===== config.mk =====
export PLATFORM = sky130hd
export DESIGN_NAME = mem_arbiter
export DESIGN_NICKNAME = d
export VERILOG_FILES = /design/src/rtl/mem_arb_pkg.sv /design/src/rtl/mem_arbiter.sv
export SDC_FILE = /design/constraint.sdc
export NUM_CORES = 1
export LEC_CHECK = 0
export CAP_MARGIN = 30
export CORE_ASPECT_RATIO = 1.1
export CORE_MARGIN = 4
export CORE_UTILIZATION = 44
export CTS_BUF_LIST = sky130_fd_sc_hd__clkbuf_2
export CTS_CLUSTER_DIAMETER = 60
export DETAILED_ROUTE_END_ITERATION = 12
export HOLD_SLACK_MARGIN = 0.06
export PLACE_DENSITY_LB_ADDON = 0.3
export SETUP_SLACK_MARGIN = 0.3
export SLEW_MARGIN = 20
export SYNTH_ARGS = -nofsm -noshare
export SYNTH_HDL_FRONTEND = slang
export SYNTH_SLANG_ARGS = --single-unit

===== constraint.sdc =====
create_clock -name clk -period 2.9 [get_ports clk]
set_input_delay 0.725 -clock clk [delete_from_list [all_inputs] [get_ports clk]]
set_output_delay 0.725 -clock clk [all_outputs]
set_load 0.05 [all_outputs]

===== src/rtl/mem_arb_pkg.sv =====
`default_nettype none
// ============================================================================
//  Module      : mem_arb_pkg
//  Description : Shared types and constants for the two-port memory arbiter.
//                - arb_state_t : arbiter FSM states
//                - req_id_t    : identifies which requester owns a transaction
//                - LAT_CNT_W   : width of the read-latency counter (MEM_LAT<=7)
//                - STARVE_CNT_W: width of the fetch starvation counter
//  Revision    : 1.0 - initial release
// ============================================================================
package mem_arb_pkg;

    typedef enum logic [1:0] {
        ST_IDLE   = 2'd0,
        ST_ACCESS = 2'd1,
        ST_WAIT   = 2'd2
    } arb_state_t;

    typedef enum logic {
        REQ_IF = 1'b0,
        REQ_D  = 1'b1
    } req_id_t;

    localparam int LAT_CNT_W    = 3;
    localparam int STARVE_CNT_W = 4;

endpackage : mem_arb_pkg
`default_nettype wire


===== src/rtl/mem_arbiter.sv =====
`default_nettype none
// ============================================================================
//  Module      : mem_arbiter
//  Description : Arbitrates an instruction-fetch port and a data port onto a
//                single memory with fixed read latency MEM_LAT. Data requests
//                have priority; fetch is forced through after STARVE_MAX
//                consecutive data grants made while fetch was waiting. Only
//                one transaction is in flight at a time.
//  Ports       : clk, rst_n (sync, active-low)
//                i_if_*  : fetch request (read only), o_if_* grant/read data
//                i_d_*   : data request (load/store), o_d_* grant/load data
//                o_mem_* : memory strobes, word address, write data
//                i_mem_rdata : read data, valid MEM_LAT cycles after o_mem_ren
//                o_busy  : high whenever the FSM is not idle
//  Revision    : 1.0 - initial release
// ============================================================================
module mem_arbiter
    import mem_arb_pkg::*;
#(
    parameter int MEM_LAT    = 2,
    parameter int STARVE_MAX = 3
) (
    input  logic        clk,
    input  logic        rst_n,

    input  logic        i_if_req,
    input  logic [31:0] i_if_addr,
    output logic        o_if_gnt,
    output logic        o_if_rvalid,
    output logic [31:0] o_if_rdata,

    input  logic        i_d_req,
    input  logic        i_d_we,
    input  logic [31:0] i_d_addr,
    input  logic [31:0] i_d_wdata,
    output logic        o_d_gnt,
    output logic        o_d_rvalid,
    output logic [31:0] o_d_rdata,

    output logic [31:0] o_mem_addr,
    output logic        o_mem_ren,
    output logic        o_mem_wen,
    output logic [31:0] o_mem_wdata,
    input  logic [31:0] i_mem_rdata,

    output logic        o_busy
);

    localparam logic [LAT_CNT_W-1:0]    LAT_LAST     = LAT_CNT_W'(MEM_LAT - 1);
    localparam logic [STARVE_CNT_W-1:0] STARVE_LIMIT = STARVE_CNT_W'(STARVE_MAX);

    arb_state_t                 r_state;
    arb_state_t                 w_state_next;
    req_id_t                    r_id;
    logic                       r_we;
    logic [31:0]                r_addr;
    logic [31:0]                r_wdata;
    logic [LAT_CNT_W-1:0]       r_lat_cnt;
    logic [STARVE_CNT_W-1:0]    r_starve;
    logic                       r_if_rvalid;
    logic                       r_d_rvalid;
    logic [31:0]                r_rdata;

    logic                       w_pick_if;
    logic                       w_take;
    logic                       w_capture;
    logic [31:0]                w_sel_addr;

    // Data wins ties unless fetch has already been passed over STARVE_MAX times.
    assign w_pick_if  = i_if_req && (!i_d_req || (r_starve == STARVE_LIMIT));
    assign w_sel_addr = w_pick_if ? i_if_addr : i_d_addr;

    // ------------------------------------------------------------------
    // Next-state and decoded outputs
    // ------------------------------------------------------------------
    always_comb begin
        w_state_next = r_state;
        w_take       = 1'b0;
        w_capture    = 1'b0;
        o_if_gnt     = 1'b0;
        o_d_gnt      = 1'b0;
        o_mem_ren    = 1'b0;
        o_mem_wen    = 1'b0;

        case (r_state)
            ST_IDLE: begin
                if (i_if_req || i_d_req) begin
                    w_take       = 1'b1;
                    w_state_next = ST_ACCESS;
                end
            end
            ST_ACCESS: begin
                o_if_gnt     = (r_id == REQ_IF);
                o_d_gnt      = (r_id == REQ_D);
                o_mem_ren    = !r_we;
                o_mem_wen    = r_we;
                w_state_next = r_we ? ST_IDLE : ST_WAIT;
            end
            ST_WAIT: begin
                // Last WAIT cycle is ACCESS+MEM_LAT, when read data is valid.
                if (r_lat_cnt == LAT_LAST) begin
                    w_capture    = 1'b1;
                    w_state_next = ST_IDLE;
                end
            end
            default: begin
                w_state_next = ST_IDLE;
            end
        endcase
    end

    // ------------------------------------------------------------------
    // State and datapath registers
    // ------------------------------------------------------------------
    always_ff @(posedge clk) begin
        if (!rst_n) begin
            r_state     <= ST_IDLE;
            r_id        <= REQ_IF;
            r_we        <= 1'b0;
            r_addr      <= '0;
            r_wdata     <= '0;
            r_lat_cnt   <= '0;
            r_starve    <= '0;
            r_if_rvalid <= 1'b0;
            r_d_rvalid  <= 1'b0;
            r_rdata     <= '0;
        end else begin
            r_state     <= w_state_next;
            r_if_rvalid <= w_capture && (r_id == REQ_IF);
            r_d_rvalid  <= w_capture && (r_id == REQ_D);

            if (w_capture) begin
                r_rdata <= i_mem_rdata;
            end

            if (w_take) begin
                r_addr <= w_sel_addr & 32'hFFFF_FFFC;
                if (w_pick_if) begin
                    r_id     <= REQ_IF;
                    r_we     <= 1'b0;
                    r_starve <= '0;
                end else begin
                    r_id    <= REQ_D;
                    r_we    <= i_d_we;
                    r_wdata <= i_d_wdata;
                    if (i_if_req && (r_starve != STARVE_LIMIT)) begin
                        r_starve <= r_starve + 1'b1;
                    end
                end
            end

            if (r_state == ST_ACCESS) begin
                r_lat_cnt <= '0;
            end else if (r_state == ST_WAIT) begin
                r_lat_cnt <= r_lat_cnt + 1'b1;
            end
        end
    end

    assign o_mem_addr  = r_addr;
    assign o_mem_wdata = r_wdata;
    assign o_if_rvalid = r_if_rvalid;
    assign o_d_rvalid  = r_d_rvalid;
    assign o_if_rdata  = r_rdata;
    assign o_d_rdata   = r_rdata;
    assign o_busy      = (r_state != ST_IDLE);

endmodule : mem_arbiter
`default_nettype wire


Word level (Yosys, flattened, before mapping)
Cells that the tools add are included.
{ "word_totals": {"regBits": 107, "latchBits": 0, "ram_bits": 0, "rom_bits": 0, "input_bits": 133, "output_inout_bits": 135, "word_cells": 54, "memories": 0} }
{ "classes": {"add_sub_neg": 2, "n_mul": 0, "div_mod_pow": 0, "n_lt_le_gt_ge": 0, "eq_ne": 7, "n_shift": 0, "n_mux": 17, "bitwise_logic": 3, "reduce_logical": 15} }
{ "ops": {"columns": ["op", "n"], "rows": [
  ["2-to-1 mux 32 bit", 1],
  ["2-to-1 mux 1 bit", 10],
  ["2-to-1 mux 4 bit", 2],
  ["2-to-1 mux 2 bit", 3],
  ["one-hot mux 2 bit (3 select lines)", 1],
  ["AND reduction 2 bit", 3],
  ["adder 4 x 1 -> 4 bit, second input constant", 1],
  ["equality test 4 x 2 -> 1 bit, second input constant", 1],
  ["logical AND 1 bit", 4],
  ["inequality test 2 bit, second input constant", 2],
  ["inequality test 4 x 2 -> 1 bit, second input constant", 1],
  ["nonzero test 2 bit", 2],
  ["adder 3 x 1 -> 3 bit, second input constant", 1],
  ["equality test 3 x 1 -> 1 bit, second input constant", 1],
  ["inverter 1 bit", 3],
  ["equality test 2 x 1 -> 1 bit, second input constant", 1],
  ["equality test 2 bit, second input constant", 1],
  ["logical NOT 1 bit", 2],
  ["logical NOT 2 bit", 1],
  ["logical OR 1 bit", 2],
  ["OR reduction 2 bit", 1]
]} }

Logic depth before layout (Yosys ltp)
Gate-level depths: netlist of the first run.
{ "depth": {"word_depth": 5, "ltp_mapped": 7, "depth_no_buf": 5} }

Worst setup path before layout of the first run
Ideal clock, no wire load.
{ "synth_path": {"kind": "register to output", "startpoint": "register r_state[1]", "endpoint": "output port o_mem_ren", "arrival_time_ns": 1.329, "t_required_ns": 2.175, "slack_ns": 0.846, "stages_incl_launch_ff": 4, "n_path_buf": 1, "cell_sequence": "dfxtp_1 > buf_2 > nand2b_1 > nor2_1"} }
{ "synth_between": {"elab_chain_len": 2} }
{ "synth_rtl": {"columns": ["item", "line", "source"], "rows": [
  ["start: declaration", "mem_arbiter.sv:52", "arb_state_t r_state;"],
  ["start signal: assignment", "mem_arbiter.sv:128", "r_state <= w_state_next;"],
  ["equality test 2 x 1 -> 1 bit", "mem_arbiter.sv:85", "case (r_state)"],
  ["2-to-1 mux 1 bit", "mem_arbiter.sv:85", null],
  ["end: declaration", "mem_arbiter.sv:41", "output logic o_mem_ren,"]
]} }
Every way passes these cells.

Worst setup path in the final report of the first run
{ "layout_path": {"startpoint": "register r_addr[22], in the netlist o_mem_addr[22]", "endpoint": "output port o_mem_addr[22]"} }
{ "layout_lines": {"columns": ["item", "line", "source"], "rows": [
  ["start: declaration", "mem_arbiter.sv:56", "logic [31:0] r_addr;"],
  ["start signal: assignment", "mem_arbiter.sv:137", "r_addr <= w_sel_addr & 32'hFFFF_FFFC;"],
  ["end: declaration", "mem_arbiter.sv:40", "output logic [31:0] o_mem_addr,"]
]} }
No word-level cell between the ends.

==> Implementation_results.wiki, run 1 <==
{| class="wikitable"
! Metric !! Value
|-
| Routability cong. || 0.758
|-
| Count of port buffers added during placement || 261
|-
| Total routing resource utilization after global routing || 21.4%
|-
| Number of CTS-inserted buffers || 9
|-
| Min Tclk post-route || 2.52 ns
|-
| VDD IR max || 0.251 mV
|-
| Type of the worst setup path || flip-flop to primary output
|-
| Cell area after synthesis || 5060 sq um
|-
| Buffer levels on the longest clock path || 2
|-
| Count of cell instances traversed by the critical path || 1
|-
| # DRC || 0
|-
| R2R Setup Slk || 1.02 ns
|-
| # fillers || 851
|-
| Post-Synthesis Cells || 572
|-
| Series of cell instances along the critical path || clkdlybuf4s50_1
|-
| Final setup fails || 0
|-
| Critical path data required time || 2.17 ns
|-
| Post-CTS Hold Fix Bufs || 0
|-
| Slew HR || 58.2%
|-
| Final hold slack || 0.461 ns
|-
| Count of unique library cells instantiated by Yosys || 35
|-
| Boundary Pins || 268
|-
| Half-perimeter wire length after placement || 10800 um
|-
| Biggest fanout along the worst timing path || 2
|-
| Type of element capturing the critical path || primary output
|-
| Count of TritonRoute iterations in the first routing pass || 6
|-
| Number of buffers and inverters on the critical path || 1
|-
| Routed wirelength normalized by instance count || 16.3 um
|-
| Congestion Overflow GR || 0
|-
| Hold depth || 1
|-
| Crit path largest cell delay || 0.82 ns
|-
| Total count of hold-check failures in the final report || 0
|-
| Initial core utilization || 45.6%
|-
| Mean instance size in the synthesized netlist || 8.85 sq um
|-
| Root buf cell || clkbuf_2
|-
| Area of the core || 11100 sq um
|-
| Via count of the first global-routing pass || 4770
|-
| Clock tree from TritonCTS || built
|-
| Static power due to leakage || 4.76 nW
|-
| Status || finished, final reports clean
|-
| Vias after detailed routing || 4748
|-
| Number of antenna violations at the first check in global routing || 0
|-
| Worst setup SP type || flip-flop
|-
| Area of the die || 13300 sq um
|-
| YS warnings || 0
|-
| Global-route wire length before repair || 22700 um
|-
| Number of vias per cell || 5.14
|-
| Largest net degree at the start of global routing || 67
|-
| Number of DRC markers after the initial detailed-route iteration || 280
|-
| Antenna fix cells || 0
|-
| Flip-flop and latch count after synthesis || 107
|-
| Number of nets at the end of the flow || 908
|-
| Delay-heaviest family, CP || buffers and inverters
|-
| CP max stage cell || clkdlybuf4s50_1
|-
| Max-capacitance violation count || 0
|-
| RSZ-0062 raised after global routing || yes
|-
| Arrival time at the worst endpoint || 1.80 ns
|-
| Min-Delay Path Class || flip-flop to flip-flop
|-
| Antenna Nets Post-Route || 0
|-
| Post-route fraction of the period consumed by the critical path || 87.0%
|-
| R2R depth || 6
|-
| Post-synthesis sequential area ratio || 42.3%
|-
| Proportion of layout cells with a drive suffix above 1 || 5.15%
|-
| Clock skew after layout || 0.0246 ns
|-
| Post-CTS setup buffer count || 0
|-
| Clock edge transition at the registers on the reported setup and hold paths || 0.28 ns
|-
| DRT Wirelength || 15000 um
|-
| Final total negative setup slack || 0 ns
|-
| Floorplan die height || 120 um
|-
| Rows || 40
|-
| Slew Limit Fails || 0
|-
| Total number of H-tree levels || 3
|-
| Horizontal die dimension || 110 um
|-
| Power density over cell area || 447 nW/um^2
|-
| Clock latency at the later pin of the worst-skew pair || 0.57 ns
|-
| End-of-flow core utilization || 70.6%
|-
| Upper clock frequency limit || 396 MHz
|-
| Signed area change from the synthesized netlist to the final layout || 55.0%
|-
| Clock sink total || 107
|-
| Slew at the pin closest to its max-slew limit || 0.626 ns
|}
-- power by group --
part	switching, mW	internal, mW
combinational	0.682	0.513
sequential	0.0583	1.58
clock	0.487	0.188
total	1.23	2.28
-- flip-flops by register name, indices dropped and copies added (netlist names) --
register / cells
o_d_rdata: 32
o_d_rvalid: 1
o_if_rvalid: 1
o_mem_addr: 30
o_mem_wdata: 32
r_id: 1
r_lat_cnt: 3
r_starve: 4
r_state: 2
r_we: 1
-- layer usage --
layer	vias to the layer above	global-route usage, %	wire, um
met3	27	7.79	1530
met1	2215	22.2	5530
met5	-	0	0
met4	0	6.70	308
li1	2327	-	-
met2	179	39.2	7680
-- Yosys cell counts, drive strengths merged --
| cell type | count | share of area [%] |
|---|---|---|
| a21boi | 65 | 9.6 |
| a21o | 31 | 4.6 |
| a21oi | 5 | 0.49 |
| a31o | 1 | 0.17 |
| and3 | 35 | 4.3 |
| buf | 63 | 8.4 |
| clkbuf | 23 | 1.7 |
| conb | 1 | 0.074 |
| dfxtp | 107 | 42 |
| ha | 3 | 0.74 |
| inv | 7 | 0.52 |
| mux2i | 32 | 6.3 |
| nand2 | 133 | 9.9 |
| nand2b | 4 | 0.49 |
| nand3 | 1 | 0.099 |
| nand3b | 1 | 0.15 |
| nand4 | 2 | 0.25 |
| nand4b | 1 | 0.17 |
| nand4bb | 2 | 0.44 |
| nor2 | 9 | 0.82 |
| nor2b | 2 | 0.25 |
| nor3b | 4 | 0.69 |
| nor4bb | 1 | 0.20 |
| o21a | 5 | 0.74 |
| o21ai | 1 | 0.099 |
| o2bb2ai | 1 | 0.17 |
| o311a | 30 | 5.9 |
| or2 | 1 | 0.12 |
| or3b | 1 | 0.17 |
-- through the flow --
stage          std cells  power [mW]  worst slack (ns)  instance area, sq um
2_1_floorplan        573        2.42             0.846                  5060
3_3_place_gp         908        2.85             0.438                  7500
3_5_place_dp         908        2.88             0.425                  7500
4_1_cts              923        3.55             0.302                  7600
5_1_grt              923        3.67             0.268                  7850
6_report             923        3.51             0.377                  7850
-- timing repair --
action | in CTS | in global routing
hold endpoints to repair | 0 | 0
resized for setup | 17 | 98
setup endpoints to repair | 12 | 104
cloned | 0 | 0
-- layout make-up --
type | instances | area (sq um) | area share [%]
Clock buffer | 9 | 45.0 | 0.574
Clock inverter | 6 | 57.6 | 0.734
Inverter | 7 | 26.3 | 0.335
Multi-Input combinational cell | 373 | 2410 | 30.7
Sequential cell | 107 | 2150 | 27.4
Tap cell | 147 | 184 | 2.34
Timing Repair Buffer | 274 | 2980 | 38.0
-- worst paths after layout --
| kind | to | from |
|---|---|---|
| worst max-delay path | o_mem_addr[22] | o_mem_addr[22] |
| worst min-delay path | o_if_rvalid | r_id |
| worst max register to register | o_mem_wdata[30] | r_state[1] |
| worst min register to register | o_if_rvalid | r_id |
-- logic make-up (layout without fill, tap and decap cells) --
kind of cell | after synthesis | after routing | synth area share, %
AND/OR/NAND/NOR | 197 | 197 | 18.0
AO/OA/AOI/OAI | 139 | 139 | 21.9
flip-flops | 107 | 107 | 42.3
buffers and inverters | 93 | 296 | 10.6
multiplexers | 32 | 32 | 6.33
adder cells (fa/ha/maj) | 3 | 3 | 0.742
other | 1 | 2 | 0.0741
-- cell usage in the layout (no fill, tap or decap), drive strengths merged, types with 4 or more instances in the layout --
cell type	count
inv	7
a21oi	5
a21o	31
nor3b	4
buf	15
dfxtp	107
a21boi	65
o311a	30
nand2	133
dlygate4sd2	7
clkbuf	9
nand2b	4
mux2i	32
and3	35
dlymetal6s2s	97
clkinv	4
clkdlybuf4s50	152
nor2	9
o21a	5
(Power assumes the default switching activity.)
==> run 2: changes to the inputs <==
==> constraint.sdc (replaced) <==
create_clock -name clk -period 2.9 [get_ports clk]
set_input_delay 0.58 -clock clk [delete_from_list [all_inputs] [get_ports clk]]
set_output_delay 0.58 -clock clk [all_outputs]
set_load 0.05 [all_outputs]
==> run 2 against run 1 <==
- count of clock-buffer cells in the layout grew 3
- fmax grew 2.7%
- core utilization down 2.6 points
- largest cell class unchanged
- largest power group unchanged
- highest routed layer unchanged
==> Implementation_results.wiki, run 2 (same netlist as run 1, synthesis figures left out) <==
{| class="wikitable"
! Metric !! Value
|-
| Area of the die || 13300 sq um
|-
| RSZ-0062 raised after global routing || no
|-
| Final hold slack || 0.418 ns
|-
| Final total negative setup slack || 0 ns
|-
| Total routing resource utilization after global routing || 21.3%
|-
| Horizontal die dimension || 110 um
|-
| Area used by multi-input combinational logic || 2410 sq um
|-
| Area of the core || 11100 sq um
|-
| Number of gates resized after CTS || 13
|-
| Via count of the first global-routing pass || 4709
|-
| Type of element capturing the critical path || primary output
|-
| Critical path data required time || 2.32 ns
|-
| Number of buffers and inverters on the critical path || 1
|-
| Global-route wire length before repair || 22600 um
|-
| Number of nets at the end of the flow || 907
|-
| Clock latency at the later pin of the worst-skew pair || 0.59 ns
|-
| Slew HR || 63.0%
|-
| Power density over cell area || 452 nW/um^2
|-
| Clock tree from TritonCTS || built
|-
| Top library cells by usage in the layout, fill and taps aside || clkdlybuf4s50_1 (255), nand2_1 (133), dfxtp_1 (106)
|-
| # DRC || 0
|-
| Biggest fanout along the worst timing path || 3
|-
| Upper clock frequency limit || 407 MHz
|-
| Half-perimeter wire length after placement || 10800 um
|-
| Count of TritonRoute iterations in the first routing pass || 4
|-
| Slew at the pin closest to its max-slew limit || 0.554 ns
|-
| Rows || 40
|-
| Routability cong. || 0.768
|-
| Status || finished, final reports clean
|-
| Post-route fraction of the period consumed by the critical path || 84.7%
|-
| Post-CTS Hold Fix Bufs || 0
|-
| Worst setup SP type || flip-flop
|-
| Floorplan die height || 120 um
|-
| PnR Total Power || 3.42 mW
|-
| Signed area change from the synthesized netlist to the final layout || 49.3%
|-
| Arrival time at the worst endpoint || 1.88 ns
|-
| Number of antenna violations at the first check in global routing || 0
|-
| Initial core utilization || 45.6%
|-
| Clock skew after layout || 0.0424 ns
|-
| Min-Delay Path Class || input pin to flip-flop
|-
| Min Tclk post-route || 2.46 ns
|-
| Delay-heaviest family, CP || buffers and inverters
|-
| Final Non-Filler Cells || 922
|-
| # fillers || 935
|-
| Clock sink total || 107
|-
| Post-CTS setup buffer count || 0
|-
| Proportion of layout cells with a drive suffix above 1 || 4.90%
|-
| Crit path largest cell delay || 0.84 ns
|-
| Congestion Overflow GR || 0
|-
| Count of port buffers added during placement || 261
|-
| VDD IR max || 0.233 mV
|-
| Root buf cell || clkbuf_2
|-
| Placed cell count || 907
|-
| CP max stage cell || clkdlybuf4s50_1
|-
| Largest net degree at the start of global routing || 63
|-
| Type of the worst setup path || flip-flop to primary output
|-
| Boundary Pins || 268
|-
| DRT Wirelength || 14600 um
|-
| Total number of H-tree levels || 3
|-
| Buffer levels on the longest clock path || 2
|-
| Antenna Nets Post-Route || 0
|-
| Routed wirelength normalized by instance count || 15.9 um
|-
| Max-capacitance violation count || 0
|-
| Static power due to leakage || 3.04 nW
|-
| Sequential cell area || 2140 sq um
|-
| Number of DRC markers after the initial detailed-route iteration || 182
|-
| Slew Limit Fails || 0
|-
| Series of cell instances along the critical path || clkdlybuf4s50_1
|-
| Antenna fix cells || 0
|-
| Vias after detailed routing || 4744
|-
| Final setup fails || 0
|-
| Total count of hold-check failures in the final report || 0
|-
| Most common cell after layout, fill and taps aside || clkdlybuf4s50_1
|-
| Number of CTS-inserted buffers || 9
|-
| Number of vias per cell || 5.15
|-
| Clock edge transition at the registers on the reported setup and hold paths || 0.29 ns
|}
run 2: cell count changes in the layout (fill, tap and decap cells not counted):
cell	previous run	this run
clkdlybuf4s50_1	152	255
dfxtp_2	0	1
buf_4	12	11
buf_2	0	1
dfxtp_4	1	0
dlymetal6s2s_1	97	0
clkinv_2	4	1
buf_12	3	2
dlygate4sd2_1	7	1
bufinv_16	1	0
clkinv_1	0	1
clkbuf_2	9	12
run 2: final cells by class:
type | instances | share of cell area (%)
well taps | 147 | 2.43
repair buffers | 273 | 36.0
clock buffers | 12 | 0.795
flip-flops and latches | 107 | 28.4
multi-input cells | 373 | 31.8
clock inverters | 3 | 0.215
inverters | 7 | 0.348
run 2: path summary, 6_finish.rpt:
check,start,endpoint,slack [ns],depth (start not counted)
worst min-delay path,rst_n,o_mem_addr[29],0.42,2
worst max-delay path,o_d_rdata[21],o_d_rdata[21],0.44,1
worst min register to register,r_id,o_if_rvalid,0.46,1
worst max register to register,r_state[1],o_mem_wdata[7],0.84,5
run 2: layer usage:
metal  share of wire (%)  wire length [um]  vias up  global-route usage [%]
met1                  35              5130     2183                    21.3
met3                  11              1620       30                    8.33
met2                  51              7500      206                    38.8
met5                   0                 0        -                       0
met4                 2.7               396        0                    8.24
li1                    -                 -     2325                       -
run 2: where the power goes:
group	internal, mW	total [mW]	switching [mW]
registers	1.58	1.65	0.0658
logic	0.514	1.19	0.673
clock network	0.115	0.581	0.467
total	2.21	3.42	1.21
run 2: per-stage QoR:
step | utilization (%) | worst slack (ns) | cell area [sq um]
finish | 68.0 | 0.443 | 7560
global route | 68.0 | 0.314 | 7560
CTS | 68.1 | 0.268 | 7560
detailed placement | 67.4 | 0.509 | 7480
global placement | 67.4 | 0.546 | 7480
floorplan | - | 0.991 | 5060
==> variant (config.mk and constraints of run 1) <==
The 3 states of `arb_state_t` get a one-hot encoding in 3 bits.
--- a/src/rtl/mem_arb_pkg.sv
+++ b/src/rtl/mem_arb_pkg.sv
@@ -10,10 +10,10 @@
 // ============================================================================
 package mem_arb_pkg;
 
-    typedef enum logic [1:0] {
-        ST_IDLE   = 2'd0,
-        ST_ACCESS = 2'd1,
-        ST_WAIT   = 2'd2
+    typedef enum logic [2:0] {
+        ST_IDLE   = 3'b001,
+        ST_ACCESS = 3'b010,
+        ST_WAIT   = 3'b100
     } arb_state_t;
 
     typedef enum logic {
Formal check against the unedited RTL: same outputs for any inputs over 4 cycles, from zero or initial values and one cycle with rst_n low; so few cycles prove little.
==> variant against run 1 <==
Total power fell by 6.0%. Sequential cell count rose by 1. Routed wire length fell by 7.3%. Count of clock-buffer cells in the layout rose by 2. Setup slack improved by 0.026 ns. Area after synthesis fell by 13%. Fmax rose by 1.0%. Combinational power fell by 13%. Core utilization rose by 2.1 points. Sequential share of layout area rose by 3.1 points. Cell area fell by 9.3%. Clock power fell by 10%. Highest routed layer unchanged.
==> variant: results (changes against run 1) <==
status finished, final reports clean (unchanged); Clock Network Area Fraction 1.283% (was 1.308%); Max transition margin 56.68% (was 58.25%); CP delay by family, top buffers and inverters (unchanged); layout cell share with drive strength beyond 1 4.968% (was 5.155%); HPWL after detailed placement 10330 um (was 10770 um); GRT Util Overall 22.02% (was 21.36%); Inverters 6 (was 7); initial antenna violation count 0 (unchanged); CP endpoint kind output port (unchanged); Clock net power 0.605 mW (was 0.675 mW); Layout non-clock buf frac 40.60% (was 37.99%); multi-input gates 383 (was 373); # clock sinks 108 (was 107); Power Internal 2.125 mW (was 2.283 mW); Clock Skew 0.03028 ns (was 0.02458 ns); wl on met1 4833 um (was 5526 um); met3 Use GR 6.597% (was 7.795%); htree depth 3 (unchanged); Yosys top cell area share 49.17% (was 42.32%); clkbuf count 11 (was 9); vias in the first global route 4460 (was 4770); leakage power 3.826 nW (was 4.758 nW); largest net degree at the start of global routing 61 (was 67); drt first pass iters 6 (unchanged); clock slew at reported path FFs slightly below 0.3 ns; dpl cells 888 (was 908); worst skew pair latency 0.55 ns (was 0.57 ns); met2 wire len 7259 um (was 7677 um); GR Util met1 23.37% (was 22.21%); fraction of area in multi-input gates 25.20% (was 30.67%); routed length per instance 15.41 um (was 16.30 um); Reg power frac 50.1% (was 46.7%); Area contributors post-synth dfxtp_1, nand2_1, a21oi_1, buf_4, a31oi_1 (was dfxtp_1, nand2_1, a21boi_1, mux2i_1, o311a_1); maximum VDD drop 0.2599 mV (was 0.2510 mV); detailed-route via count 4626 (was 4748); Util after Layout 72.69% (was 70.61%); Async SR Flop Fraction 0% (unchanged); register area share after synthesis 49.17% (was 42.32%); CTS Root Cell clkbuf_2 (unchanged); DP Worst Slack 0.4041 ns (was 0.4252 ns); met3 WL 1465 um (was 1532 um); Syn Area/Cell 7.714 um2 (was 8.848 um2); Crit-path slowest cell clkdlybuf4s50_1 (unchanged); WP data arrival 1.77 ns (was 1.80 ns); initial drt markers 169 (was 280); global-route wire length before repair 20640 um (was 22690 um); Buffers excl. clock 272 (was 274); commonest cells in the netlist nand2_1, dfxtp_1, a21oi_1 (was nand2_1, dfxtp_1, a21boi_1); DR top layer met4 (unchanged); Cell Area, Placed 6842 um2 (was 7501 um2); met2 Use GR 40.18% (was 39.19%); number of fill cells 756 (was 851); RD Place Congestion 0.7589 (was 0.7576); CTS Buf Count 9 (unchanged); Net count, final 916 (was 908); sequential cell area share 30.49% (was 27.35%); Via density 5.112 (was 5.144); total power 3.300 mW (was 3.510 mW); clk buf depth 2 (unchanged)
[variant: cell count changes after synthesis, moves of 35 or more]
cell	change
a21boi_1	-50
a21oi_1	+64
nand2_1	+61
o21ai_0	+35
[variant: timing repair]
item / 4_1_cts / 5_1_grt
resized for setup: 8 / 79
hold endpoints to repair: 0 / 0
buffers inserted: 0 / 1
setup endpoints to repair: 4 / 77
pin swaps: 0 / 0
[variant: final timing paths]
path                                       from               to  slack, ns  depth (start not counted)
worst max-delay path             o_mem_addr[29]   o_mem_addr[29]       0.40                          1
worst min-delay path            o_mem_wdata[21]  o_mem_wdata[21]       0.47                          2
worst max register to register       r_state[1]   o_mem_wdata[2]       0.93                          6
worst min register to register  o_mem_wdata[21]  o_mem_wdata[21]       0.47                          2
[variant: cell families after synthesis]
kind of cell / share of synthesized area, %
other cells: 0.08529
buf+inv: 10.19
simple gates: 21.97
flops: 49.17
fa+ha+maj: 0.8538
compound gates: 17.73
